### config.mk
export PLATFORM = sky130hd
export DESIGN_NAME = mcb_cmd_dispatcher
export DESIGN_NICKNAME = d
export VERILOG_FILES = /design/src/rtl/mcb_cmd_dispatcher.sv
export SDC_FILE = /design/constraint.sdc
export NUM_CORES = 1
export LEC_CHECK = 0
export BUFFER_PORTS_ARGS = -buffer_cell sky130_fd_sc_hd__buf_2
export CAP_MARGIN = 10
export CORE_MARGIN = 2
export CORE_UTILIZATION = 64
export CTS_BUF_LIST = sky130_fd_sc_hd__clkbuf_2 sky130_fd_sc_hd__clkbuf_4 sky130_fd_sc_hd__clkbuf_8
export DETAILED_ROUTE_END_ITERATION = 12
export PLACE_DENSITY = 0.87
export SYNTH_ARGS = -nofsm -noshare
export SYNTH_HDL_FRONTEND = slang
export SYNTH_SLANG_ARGS = --single-unit
### constraint.sdc
create_clock -name sysClk -period 9.14 [get_ports sysClk]
set_input_delay 2.285 -clock sysClk [delete_from_list [all_inputs] [get_ports sysClk]]
set_output_delay 2.285 -clock sysClk [all_outputs]
set_load 0.05 [all_outputs]
### src/rtl/mcb_cmd_dispatcher.sv
// mcb_cmd_dispatcher: queues decoded SPI commands and issues them one at a time to the
// camwrite / read / mem targets. Define MCB_DISPATCH_TIMEOUT_EN to enable the WAIT timeout and abort.
module mcb_cmd_dispatcher #(
  parameter int              FIFO_DEPTH     = 4,
  parameter int              TO_W           = 24,
  parameter logic [TO_W-1:0] TIMEOUT_CYCLES = 24'd1000000
) (
  input  logic                          sysClk,
  input  logic                          sysRst_n,
  input  logic [7:0]                    instruction,
  input  logic [63:0]                   data,
  input  logic                          valid_camwrite,
  input  logic                          valid_read,
  input  logic                          valid_mem,
  input  logic                          camwrite_done,
  input  logic                          read_done,
  input  logic                          mem_done,
  input  logic                          err_clear,
  output logic [7:0]                    disp_instr,
  output logic [63:0]                   disp_data,
  output logic [1:0]                    disp_target,
  output logic                          camwrite_start,
  output logic                          read_start,
  output logic                          mem_start,
  output logic                          camwrite_abort,
  output logic                          read_abort,
  output logic                          mem_abort,
  output logic                          busy,
  output logic [$clog2(FIFO_DEPTH):0]   queue_count,
  output logic                          overflow_flag,
  output logic                          conflict_flag,
  output logic                          timeout_flag,
  output logic [7:0]                    timeout_instr,
  output logic [1:0]                    fsm_state
);

  localparam int AW = $clog2(FIFO_DEPTH);
  localparam int EW = 74;

  localparam logic [AW:0]   FULL_CNT = (AW+1)'(FIFO_DEPTH);
  localparam logic [AW:0]   CNT_ONE  = (AW+1)'(1);
  localparam logic [AW-1:0] PTR_ONE  = AW'(1);

  localparam logic [1:0] TGT_CAM  = 2'd0;
  localparam logic [1:0] TGT_READ = 2'd1;
  localparam logic [1:0] TGT_MEM  = 2'd2;

  localparam logic [1:0] ST_IDLE  = 2'd0;
  localparam logic [1:0] ST_ISSUE = 2'd1;
  localparam logic [1:0] ST_WAIT  = 2'd2;

  if (FIFO_DEPTH < 2 || (FIFO_DEPTH & (FIFO_DEPTH - 1)) != 0) begin : g_bad_depth
    $error("FIFO_DEPTH must be a power of two and at least 2");
  end
  if (TIMEOUT_CYCLES == '0) begin : g_bad_timeout
    $error("TIMEOUT_CYCLES must be at least 1");
  end

  logic [1:0]    state;
  logic [EW-1:0] fifo_mem [FIFO_DEPTH];
  logic [AW-1:0] wr_ptr;
  logic [AW-1:0] rd_ptr;
  logic [EW-1:0] head;
  logic [1:0]    push_tgt;
  logic          push_req;
  logic          conflict;
  logic          full;
  logic          pop;
  logic          push;
  logic          drop;
  logic          sel_done;
  logic          timeout_evt;

  assign fsm_state = state;

  // Handshake: strobes and done pulses are single-cycle qualifiers with no ready/backpressure;
  // a strobe that cannot be queued is dropped and reported through overflow_flag.
  always_comb begin
    push_tgt = TGT_MEM;
    if (valid_camwrite)  push_tgt = TGT_CAM;
    else if (valid_read) push_tgt = TGT_READ;
  end

  assign push_req = valid_camwrite | valid_read | valid_mem;
  assign conflict = (valid_camwrite & valid_read) | (valid_camwrite & valid_mem) |
                    (valid_read & valid_mem);
  assign full     = (queue_count == FULL_CNT);
  assign pop      = (state == ST_IDLE) && (queue_count != '0);
  assign push     = push_req && (!full || pop);
  assign drop     = push_req && full && !pop;
  assign head     = fifo_mem[rd_ptr];

  always_comb begin
    sel_done = 1'b0;
    case (disp_target)
      TGT_CAM:  sel_done = camwrite_done;
      TGT_READ: sel_done = read_done;
      TGT_MEM:  sel_done = mem_done;
      default:  sel_done = 1'b0;
    endcase
  end

  always_ff @(posedge sysClk) begin
    if (push) fifo_mem[wr_ptr] <= {push_tgt, instruction, data};
  end

  always_ff @(posedge sysClk or negedge sysRst_n) begin
    if (!sysRst_n) begin
      wr_ptr      <= '0;
      rd_ptr      <= '0;
      queue_count <= '0;
    end else begin
      if (push) wr_ptr <= wr_ptr + PTR_ONE;
      if (pop)  rd_ptr <= rd_ptr + PTR_ONE;
      case ({push, pop})
        2'b10:   queue_count <= queue_count + CNT_ONE;
        2'b01:   queue_count <= queue_count - CNT_ONE;
        default: ;
      endcase
    end
  end

  // Start pulses are registered at the pop edge so they coincide with the ISSUE cycle.
  always_ff @(posedge sysClk or negedge sysRst_n) begin
    if (!sysRst_n) begin
      state          <= ST_IDLE;
      busy           <= 1'b0;
      disp_instr     <= '0;
      disp_data      <= '0;
      disp_target    <= TGT_CAM;
      camwrite_start <= 1'b0;
      read_start     <= 1'b0;
      mem_start      <= 1'b0;
    end else begin
      camwrite_start <= 1'b0;
      read_start     <= 1'b0;
      mem_start      <= 1'b0;
      case (state)
        ST_IDLE: begin
          if (pop) begin
            disp_target    <= head[73:72];
            disp_instr     <= head[71:64];
            disp_data      <= head[63:0];
            camwrite_start <= (head[73:72] == TGT_CAM);
            read_start     <= (head[73:72] == TGT_READ);
            mem_start      <= (head[73:72] == TGT_MEM);
            busy           <= 1'b1;
            state          <= ST_ISSUE;
          end
        end
        ST_ISSUE: state <= ST_WAIT;
        ST_WAIT: begin
          if (sel_done || timeout_evt) begin
            busy  <= 1'b0;
            state <= ST_IDLE;
          end
        end
        default: begin
          busy  <= 1'b0;
          state <= ST_IDLE;
        end
      endcase
    end
  end

  always_ff @(posedge sysClk or negedge sysRst_n) begin
    if (!sysRst_n) begin
      overflow_flag <= 1'b0;
      conflict_flag <= 1'b0;
    end else begin
      if (drop)           overflow_flag <= 1'b1;
      else if (err_clear) overflow_flag <= 1'b0;
      if (conflict)       conflict_flag <= 1'b1;
      else if (err_clear) conflict_flag <= 1'b0;
    end
  end

`ifdef MCB_DISPATCH_TIMEOUT_EN
  localparam logic [TO_W-1:0] TO_LAST = TIMEOUT_CYCLES - TO_W'(1);
  localparam logic [TO_W-1:0] TO_ONE  = TO_W'(1);

  logic [TO_W-1:0] to_cnt;

  // A done arriving in the last WAIT cycle takes precedence over the timeout.
  assign timeout_evt = (state == ST_WAIT) && !sel_done && (to_cnt == TO_LAST);

  always_ff @(posedge sysClk or negedge sysRst_n) begin
    if (!sysRst_n) begin
      to_cnt         <= '0;
      camwrite_abort <= 1'b0;
      read_abort     <= 1'b0;
      mem_abort      <= 1'b0;
      timeout_flag   <= 1'b0;
      timeout_instr  <= '0;
    end else begin
      camwrite_abort <= timeout_evt && (disp_target == TGT_CAM);
      read_abort     <= timeout_evt && (disp_target == TGT_READ);
      mem_abort      <= timeout_evt && (disp_target == TGT_MEM);
      if (state == ST_ISSUE)     to_cnt <= '0;
      else if (state == ST_WAIT) to_cnt <= to_cnt + TO_ONE;
      if (timeout_evt) begin
        timeout_flag  <= 1'b1;
        timeout_instr <= disp_instr;
      end else if (err_clear) begin
        timeout_flag <= 1'b0;
      end
    end
  end
`else
  assign timeout_evt    = 1'b0;
  assign camwrite_abort = 1'b0;
  assign read_abort     = 1'b0;
  assign mem_abort      = 1'b0;
  assign timeout_flag   = 1'b0;
  assign timeout_instr  = 8'h00;
`endif

endmodule

### Yosys cells after proc, flatten, opt, wreduce, memory -nomap -nowiden

Memory sizes are Yosys's and may differ from the RTL's.
Index checks and enable logic that the tools add are counted.

* bits in latches: 0
* word-level logic and storage cells: 75
* memory bits (read-only): 0
* memories kept: 1
* output and inout port bits: 97
* input port bits: 81
* memory bits (writable): 296
* register bits after elaboration: 89

Memory list
* fifo_mem: words 4, width 74, read ports 1, clocked after memory_dff 0, write ports 1, line 60 `logic [EW-1:0] fifo_mem [FIFO_DEPTH];`

* shifts and indexed selects: 0
* multiplexer cells: 21
* add/sub/neg operators: 4
* order comparisons: 0
* bitwise gates (word level): 8
* $mul: 0
* divide/modulo/power cells: 0
* reductions and logical operators: 17
* eq/ne operators: 11

Operators with widths (count)
* two-way mux 1 bit: 13
* == test 2 x 1 -> 1 bit (second input constant): 4
* == test 2 bit (second input constant): 4
* two-way mux 2 bit: 4
* zero test 2 bit: 3
* case mux 1 bit (3 select lines): 2
* case mux 2 bit (3 select lines): 1
* case mux 3 bit (2 select lines): 1
* nonzero test 2 bit: 3
* adder 2 x 1 -> 2 bit (second input constant): 2
* logical AND 1 bit: 4
* != test 2 bit (second input constant): 2
* OR 1 bit: 4
* AND reduction 2 bit: 2
* adder 3 x 1 -> 3 bit (second input constant): 1
* AND 1 bit: 3
* == test 3 bit (second input constant): 1
* AND reduction 3 bit: 1
* nonzero test 3 bit: 1
* subtractor 3 x 1 -> 3 bit (second input constant): 1
* zero test 1 bit: 2
* logical OR 1 bit: 1
* inverter 1 bit: 1

### Depth between registers and ports, before layout

Gate-level depths: netlist of run 1.

* depth after elaboration: 6
* mapped depth: 10
* depth with buffers taken out: 8

### Least setup slack after synthesis of run 1

Ideal clock, no wire load.

* kind: input-to-reg
* from: in valid_read
* to: mem fifo_mem[0][0], enable pin
* setup slack: 4.322 ns
* setup time: 0.440 ns
* data arrival time: 4.378 ns
* required time: 8.700 ns
* buffers on the path: 0
* cell stages on the path: 3
* path through: nor3_4 a31oi_2 and2_1

* word-level cells in the longest chain between the ends: 5

RTL lines
* from (decl): line 13 `input logic valid_read,`
* OR 1 bit (2 in a row): line 84 `assign push_req = valid_camwrite | valid_read | valid_mem;`
* logical AND 1 bit: line 89 `assign push = push_req && (!full || pop);`
* two-way mux 1 bit: line 104 `if (push) fifo_mem[wr_ptr] <= {push_tgt, instruction, data};`
* two-way mux 1 bit (implied by the code): line 104
* to (decl): line 60

Every way passes these cells.

### Worst setup path in the final report of run 1

* from: in valid_read
* to: mem fifo_mem[0][44], enable pin

The elaborated chain is that of the path after synthesis.

==> results of run 1 <==
## metrics by stage
stage	setup WS, ns	hold slack (ns)	cells	util
global route	5.181	0.4986	1318	0.7611
finish	5.271	0.4683	1322	0.7616
floorplan	4.322	0.5796	804	-
CTS	5.275	0.4727	1316	0.7609
global placement	4.744	0.4538	1210	0.7011
detailed placement	4.680	0.4567	1210	0.7011
## routing by layer
metal / track usage / up-vias / wire length (microns)
li1: - / 3346 / -
met1: 0.3153 / 3805 / 10830
met2: 0.3894 / 312 / 13990
met3: 0.04820 / 45 / 1852
met4: 0.07907 / 2 / 578
met5: 0 / - / 11
## tightest hold or removal path, cell delays in order (launching register included)
cell	delay [ns]
dfrtp_1	0.33
nand2_1	0.05
nand2_1	0.05
## flip-flops by register name (all words and copies together), names as in the netlist
name            count
read_start          1
overflow_flag       1
conflict_flag       1
disp_instr          8
wr_ptr              2
mem_start           1
rd_ptr              2
busy                1
camwrite_start      1
disp_data          64
fifo_mem          296
disp_target         2
queue_count         3
fsm_state           2
## logic make-up (layout without fill, tap and decap cells)
group                    after synthesis  in the layout  share of synthesized area
AO/OA/AOI/OAI                         15             15                   0.007149
XOR/XNOR                               5              5                   0.003052
adder cells (fa/ha/maj)                5              5                   0.004883
buffers and inverters                 54            286                    0.02302
flip-flops                           385            385                     0.7746
multiplexers                          76             76                     0.1175
other                                  1             18                  0.0002613
AND/OR/NAND/NOR                      252            252                    0.06949
## worst max-delay path by stage
stage,depth (start not counted),slack [ns],from,end
2_1_floorplan,3,4.32,valid_read,fifo_mem[0][0]
3_3_place_gp,5,4.74,valid_read,fifo_mem[0][2]
3_5_place_dp,5,4.68,valid_read,fifo_mem[0][2]
4_1_cts,5,5.27,valid_read,fifo_mem[0][72]
5_1_grt,5,5.18,valid_read,fifo_mem[0][72]
6_report,5,5.27,valid_read,fifo_mem[0][44]
## final cells by class
| cell class | instances | area [sq um] |
|---|---|---|
| well taps | 280 | 350.3 |
| fillers | 1186 | 5219 |
| flip-flops and latches | 385 | 11120 |
| repair buffers | 172 | 880.8 |
| diodes | 6 | 15.01 |
| clock buffers | 72 | 922.1 |
| inverters | 8 | 30.03 |
| multi-input cells | 365 | 2963 |
| clock inverters | 34 | 387.9 |
## Yosys cell counts, drive strengths merged
library cell  instances
a21oi                 3
a22oi                 1
a31oi                 1
a32oi                 1
and2                  4
buf                  38
clkbuf                8
conb                  1
dfrtp                89
edfxtp              296
fa                    1
ha                    4
inv                   8
mux2i                 2
mux4                 74
nand2               227
nand2b                1
nand3                 3
nand3b                1
nand4                 1
nor2                  7
nor2b                 1
nor3                  3
nor3b                 1
o2111ai               1
o211ai                2
o21ai                 4
o22ai                 1
o31a                  1
or2                   1
or3                   2
xnor2                 5
## power by group through the flow
stage / Clock, mW / Combinational, mW / Sequential (mW)
6_report: 1.54 / 2.36 / 2.95
5_1_grt: 1.64 / 2.53 / 3.02
2_1_floorplan: 0 / 1.28 / 3.46
4_1_cts: 1.56 / 2.38 / 2.95
3_5_place_dp: 0 / 2.36 / 2.98
3_3_place_gp: 0 / 2.30 / 2.94
==> summary.md, run 1 <==
Final net count: 1074. The min-delay analysis places its worst path in the category flop to flop. The endpoint identified for the worst register-to-register timing path is queue_count[2]. The number of register bits inferred by synthesis was 385; the number of vias per cell was 5.681.

During synthesis, Yosys emitted a total of 0 warnings. The quantity of I/O buffers inserted on ports is 165. The worst setup path is of the input pin to flop kind. The run gives 7806 as the via count of the first global-routing pass. The logs give 0.225 for the share of power burned in the clock network and 0.344 for the fraction of power consumed by combinational cells. The number of cells on the worst hold path came out at 2. The area of the core region was 21890 sq um. In this run, the number of DRC markers left after iteration 0 of detailed routing was 719. Buffers added to address setup during post-CTS repair amount to 0. The worst hold path terminates at disp_data[46]. Broken down by cell family, the worst path's largest delay share belongs to buffers and inverters. Post-synthesis instance total: 793. Buffers inserted during clock tree synthesis total 56. The final hold violation count was 0. The startpoint of the tightest hold check path is disp_data[46]. The mean instance size in the synthesized netlist works out to 18.10 sq um. Critical-path cell with the highest stage delay: buf_4. The tools report the top-level port count as 178. The worst setup path is captured at a flop.

Leaving out fill and tap cells, the most frequent cells in the layout are edfxtp_1 (296), nand2_1 (227), buf_2 (164), dfrtp_1 (87), mux4_2 (74). The post-route minimum period is 3.869 ns. The worst-case clock buffer depth came out at 3. The pre-antenna-repair detailed-routing pass consisted of 5 iterations. The post-route setup TNS is 0 ns, and the sequential area share after synthesis is 0.7746.

The post-route antenna net violation count came out at 0. The clock sink count is 385. Ranked by total cell area, the synthesized netlist is headed by edfxtp_1 (62%), dfrtp_1 (16%), mux4_2 (12%). The most common library cell in the layout ignoring fill and taps was edfxtp_1. Buffers inserted to repair hold after CTS numbered 0. The worst stage delay on the critical path was 0.67 ns.

STA classifies the critical path startpoint as an input pin. Final cycle utilization of the critical path: 0.4233. After routing the design area is 16670 sq um. The tools report the number of slew-limit violations in the final report as 0. Across all register-to-register paths, the minimum setup slack is 5.89 ns.

The number of cell instances on the worst register-to-register path is 8, and the final global-route overflow total is 0. The peak fanout along the critical path is 50. Setup repair after global routing left no endpoint under its margin. Measured along the y axis, the die boundary spans 153.7 microns.

For this run, the top clock speed supported by timing is 258.5 MHz. The clock slew seen by the registers of the worst setup and hold paths is 0.06 ns, and the count of instances resized after the clock tree is built is 0. Entering global routing, the biggest net connects 79 pins. For the number of H-tree levels, the log shows 2. The logs give 0.431 for the part of the power in registers and 54 for the row count.

The share of the synthesized area in the top cell type works out to 0.6194. The run finished with clean final reports. The floorplan die width came out at 153.7 microns. The netlist uses 38 different library cells.

The run gives 0.2335 as the overall global routing resource usage. The tool flagged a number of max-cap violations equal to 0. The critical path goes through buf_2 -> nor3_4 -> a31oi_2 -> and2_4 -> buf_4. The run gives 7510 as the total via count in the routed design. The later pin in the worst-skew pair is clocked with a latency of 0.58 ns. The net switching share of the total power works out to 0.3739. The startpoint identified for the worst register-to-register timing path is fsm_state[1]. For the worst setup path, the data required time is 9.33 ns. The number of buffers and inverters on the critical path was 2; the standby leakage power was 6.586 nW. The data arrival time of the critical path came out at 4.06 ns.

The die covers 23640 sq um. The congestion estimate from routability-driven global placement came to 0.7585. From synthesis to final layout, the design area changed by 16.18%. Share of final-layout standard cells stronger than drive strength 1: 0.3407. The highest ir drop seen on vdd is 246.0 uV, and the number of design rule violations left after detail routing is 0. Post-synthesis cell type with the largest combined area: edfxtp_1. TritonCTS built the clock tree.

The logs give 42.00 mm for the wire length of the first global-routing pass and 15350 sq um for the placement-stage cell area. In this run the power density over the cells is 410.6 nW/um^2. Setup violations remaining at the end of the flow were counted as 0.

The net load switching power is 2.560 mW. The total chip power was 6.846 mW. For the final database, setup skew stands at 0.01729 ns. For the number of antenna violations at the first check in global routing, the log shows 6.

The internal power was 4.286 mW; the routed length per instance was 20.62 microns. The wire length after detailed routing is 27.27 mm. Post-synthesis instance area: 14350 sq um. For the post-detailed-placement half-perimeter wirelength, the log shows 15.63 mm. The tools report the cell at the root of the clock tree as clkbuf_8. The run gives 0.2529 as the normalized max-slew margin. The starting utilization of the core area came out at 0.6555. At the pin with the least slew margin, the transition time is 1.121 ns.
(Power assumes the default switching activity.)
==> run 2: changes to the inputs <==
--- a/config.mk
+++ b/config.mk
@@ -8,10 +8,10 @@
 export BUFFER_PORTS_ARGS = -buffer_cell sky130_fd_sc_hd__buf_2
 export CAP_MARGIN = 10
 export CORE_MARGIN = 2
-export CORE_UTILIZATION = 64
+export CORE_UTILIZATION = 60
 export CTS_BUF_LIST = sky130_fd_sc_hd__clkbuf_2 sky130_fd_sc_hd__clkbuf_4 sky130_fd_sc_hd__clkbuf_8
 export DETAILED_ROUTE_END_ITERATION = 12
-export PLACE_DENSITY = 0.87
+export PLACE_DENSITY = 0.82
 export SYNTH_ARGS = -nofsm -noshare
 export SYNTH_HDL_FRONTEND = slang
 export SYNTH_SLANG_ARGS = --single-unit
==> constraint.sdc (replaced) <==
create_clock -name sysClk -period 3.77 [get_ports sysClk]
set_input_delay 0.9425 -clock sysClk [delete_from_list [all_inputs] [get_ports sysClk]]
set_output_delay 0.9425 -clock sysClk [all_outputs]
set_load 0.05 [all_outputs]
==> run 2 against run 1 <==
  * Power is 140% higher
  * Critical path type is now flop to flop
  * Sequential power up 140%
  * Clock power is 120% higher
  * Combinational power grew 150%
  * Largest cell class unchanged
  * Die area is 6.5% higher
  * Sequential share of layout area is 0.21 points lower
  * Critical path depth down 1
  * Core utilization shrank 4.9 points
==> summary.md, run 2 (synthesis results as in run 1) <==
The total length of routed met2 wires is 13.71 mm (was 13.99 mm), and the peak fanout along the critical path is 38 (was 50). Clock sink count: 385 (unchanged). The number of slew-limit violations in the final report was 0 (unchanged). For the post-detailed-placement half-perimeter wirelength, the log shows 17.27 mm (was 15.63 mm).

The normalized max-slew margin was 0.2632 (was 0.2529); the fmax was 415.1 MHz. The tools report the die area as 25170 sq um (was 23640 sq um). The run gives 16720 sq um (was 16670 sq um) as the post-layout instance area. Highest-count cells in the layout ignoring fill and taps: edfxtp_1 (296), nand2_1 (227), buf_2 (164), dfrtp_1 (87), mux4_2 (74) (unchanged). The tools report the cell at the root of the clock tree as clkbuf_8 (unchanged). The data arrival time of the critical path is 2.69 ns (was 4.06 ns), and the final global-route overflow total is 0 (unchanged).

Classification of the worst setup path: flop to flop (was input pin to flop). The placement-stage cell area was 15540 sq um (was 15350 sq um); the top-level port count was 178 (unchanged). The floorplan die width is 158.7 microns (was 153.7 microns). The share of final-layout standard cells stronger than drive strength 1 works out to 0.3515 (was 0.3407).

The area added between synthesis and finish is 16.55% (was 16.18%), and the final hold violation count is 0 (unchanged). The number of H-tree levels came out at 2 (unchanged). The number of vias per cell was 5.489 (was 5.681). The post-route minimum period was 2.409 ns; the worst path required time was 4.05 ns (was 9.33 ns). The number of placed instances with taps included is 1260 (was 1210), and the overall global routing resource usage is 0.2233 (was 0.2335). The logs give 0.59 ns (was 0.58 ns) for the clock insertion delay at the later pin of the skew report and 0.7125 (was 0.7616) for the final core utilization. The post-route setup TNS is 0 ns (unchanged), and the number of antenna violations at the first check in global routing is 3 (was 6). The tools report the area of the core region as 23470 sq um (was 21890 sq um). Starting utilization of the core area: 0.6114 (was 0.6555). Kind of path behind the tightest hold check: flop to flop (unchanged). The post-route met1 wirelength is 11.07 mm (was 10.83 mm), and the standby leakage power is 6.613 nW (was 6.586 nW). The run finished with clean final reports. The post-route antenna net violation count came out at 0 (unchanged).

The quantity of I/O buffers inserted on ports is 165 (unchanged). The kind of launch point of the worst setup path was a flop (was an input pin). Critical-path cell with the highest stage delay: and2_4 (was buf_4).

The count of instances resized after the clock tree is built was 0 (unchanged). Number of buffers added for setup after CTS: 0 (unchanged). Register with the most flip-flops: fifo_mem (unchanged). The logs give 7503 (was 7510) for the total via count in the routed design and 78 (was 79) for the pin count of the biggest net entering global routing. The routability congestion estimate from global placement was 0.7138 (was 0.7585); the power density normalized to cell area was 976.9 nW/um^2 (was 410.6 nW/um^2). The vertical die dimension works out to 158.7 microns (was 153.7 microns). The met3 layer wire length in the routed design is 1.950 mm (was 1.852 mm). The via count of the first global-routing pass is 7608 (was 7806). The run gives 0 (unchanged) as the total of hold buffers inserted after clock tree synthesis. The initial detailed-routing violation count is 589 (was 719).

The minimum setup slack among reg-to-reg paths is 1.36 ns (was 5.89 ns). The worst-margin pin slew was 1.105 ns (was 1.121 ns). The wire length of the first global-routing pass is 41.79 mm (was 42.00 mm), and the number of cells on the worst hold path is 2 (unchanged). Biggest registers after layout: fifo_mem x296, disp_data x64, disp_instr x8 (unchanged).

The highest ir drop seen on vdd was 577.1 uV (was 246.0 uV). The number of cell instances on the worst register-to-register path is 4 (was 8). The tools report the final net count as 1085 (was 1074). Cells along the critical path: or2_2 -> a31oi_2 -> and2_4 -> buf_4 (was buf_2 -> nor3_4 -> a31oi_2 -> and2_4 -> buf_4).

The number of design rule violations left after detail routing was 0 (unchanged). The final cycle utilization of the critical path is 0.6390. The number of detailed-route iterations in the first pass came out at 5 (unchanged).

The clock slew seen by the registers of the worst setup and hold paths works out to 0.06 ns (about the same). The maximum clock skew at final layout is 0.02431 ns (was 0.01729 ns), and the count of placed standard cells in the final layout, fillers left out is 1367 (was 1322). The tools report the count of max-cap constraint violations as 0 (unchanged).

The row count is 56 (was 54), and the number of flip-flops in the largest register is 296 (unchanged). The type of element capturing the critical path is a flop (unchanged). The wire length after detailed routing is 27.43 mm (was 27.27 mm).

Setup repair after global routing left no endpoint under its margin. The TritonCTS buffer count was 56 (unchanged); the routed length per instance was 20.06 microns (was 20.62 microns). The highest metal layer used by the detailed router was met5 (unchanged). The tools report the final number of setup-violating endpoints as 0 (unchanged). The worst-case clock buffer depth was 3 (unchanged); the worst stage delay on the critical path was 0.62 ns (was 0.67 ns). TritonCTS built the clock tree. The most common library cell in the layout ignoring fill and taps is edfxtp_1 (unchanged).
==> run 2: changes by cell type in the layout (fill, tap and decap cells not counted), sizes merged <==
cell / before / now
diode: 6 / 1
buf: 172 / 183
clkbuf: 72 / 85
bufinv: 9 / 2
clkinv: 23 / 17
inv: 8 / 9
clkinvlp: 2 / 1
==> run 2: final cells by class <==
class | instances | area, sq um
antenna | 1 | 2.502
clock buffer | 85 | 1020
clock inverter | 21 | 160.2
fill | 1449 | 6748
inverter | 8 | 31.28
multi-input combinational | 365 | 2963
sequential | 385 | 11120
tap | 319 | 399.1
timing repair buffer | 183 | 1026
==> run 2: worst paths after layout <==
path | startpoint | end
setup / recovery | fsm_state[1] | fifo_mem[0][63]
hold / removal | disp_data[60] | disp_data[60]
max in group asynchronous | sysRst_n | disp_data[26]
min in group asynchronous | sysRst_n | disp_data[14]
setup reg to reg | fsm_state[1] | fifo_mem[0][63]
hold reg to reg | disp_data[60] | disp_data[60]
==> run 2: critical path, delay by kind of cell, from the launching register on <==
| family | cells | cell delay, ns |
|---|---|---|
| compound gates | 1 | 0.38 |
| buf+inv | 1 | 0.31 |
| flops | 1 | 0.43 |
| simple gates | 2 | 0.97 |
==> run 2: routing by layer <==
| layer | vias to the layer above | track usage |
|---|---|---|
| li1 | 3348 | - |
| met1 | 3763 | 0.3093 |
| met2 | 332 | 0.3614 |
| met3 | 56 | 0.04219 |
| met4 | 4 | 0.08408 |
| met5 | - | 0 |
==> run 2: report_power, final <==
group / internal, mW / switching, mW
Clock: 1.88 / 1.50
Combinational: 1.94 / 3.90
Sequential: 6.33 / 0.786
Total: 10.2 / 6.19
==> run 2: metrics by stage <==
| step | total power, mW | hold slack, ns | setup slack (ns) |
|---|---|---|---|
| after floorplan | 11.49 | 0.5796 | 0.2741 |
| after global placement | 12.89 | 0.4527 | 0.9124 |
| after detailed placement | 13.10 | 0.4575 | 0.8864 |
| after CTS | 16.50 | 0.4724 | 1.349 |
| after global routing | 17.19 | 0.4928 | 1.240 |
| final | 16.34 | 0.4687 | 1.361 |
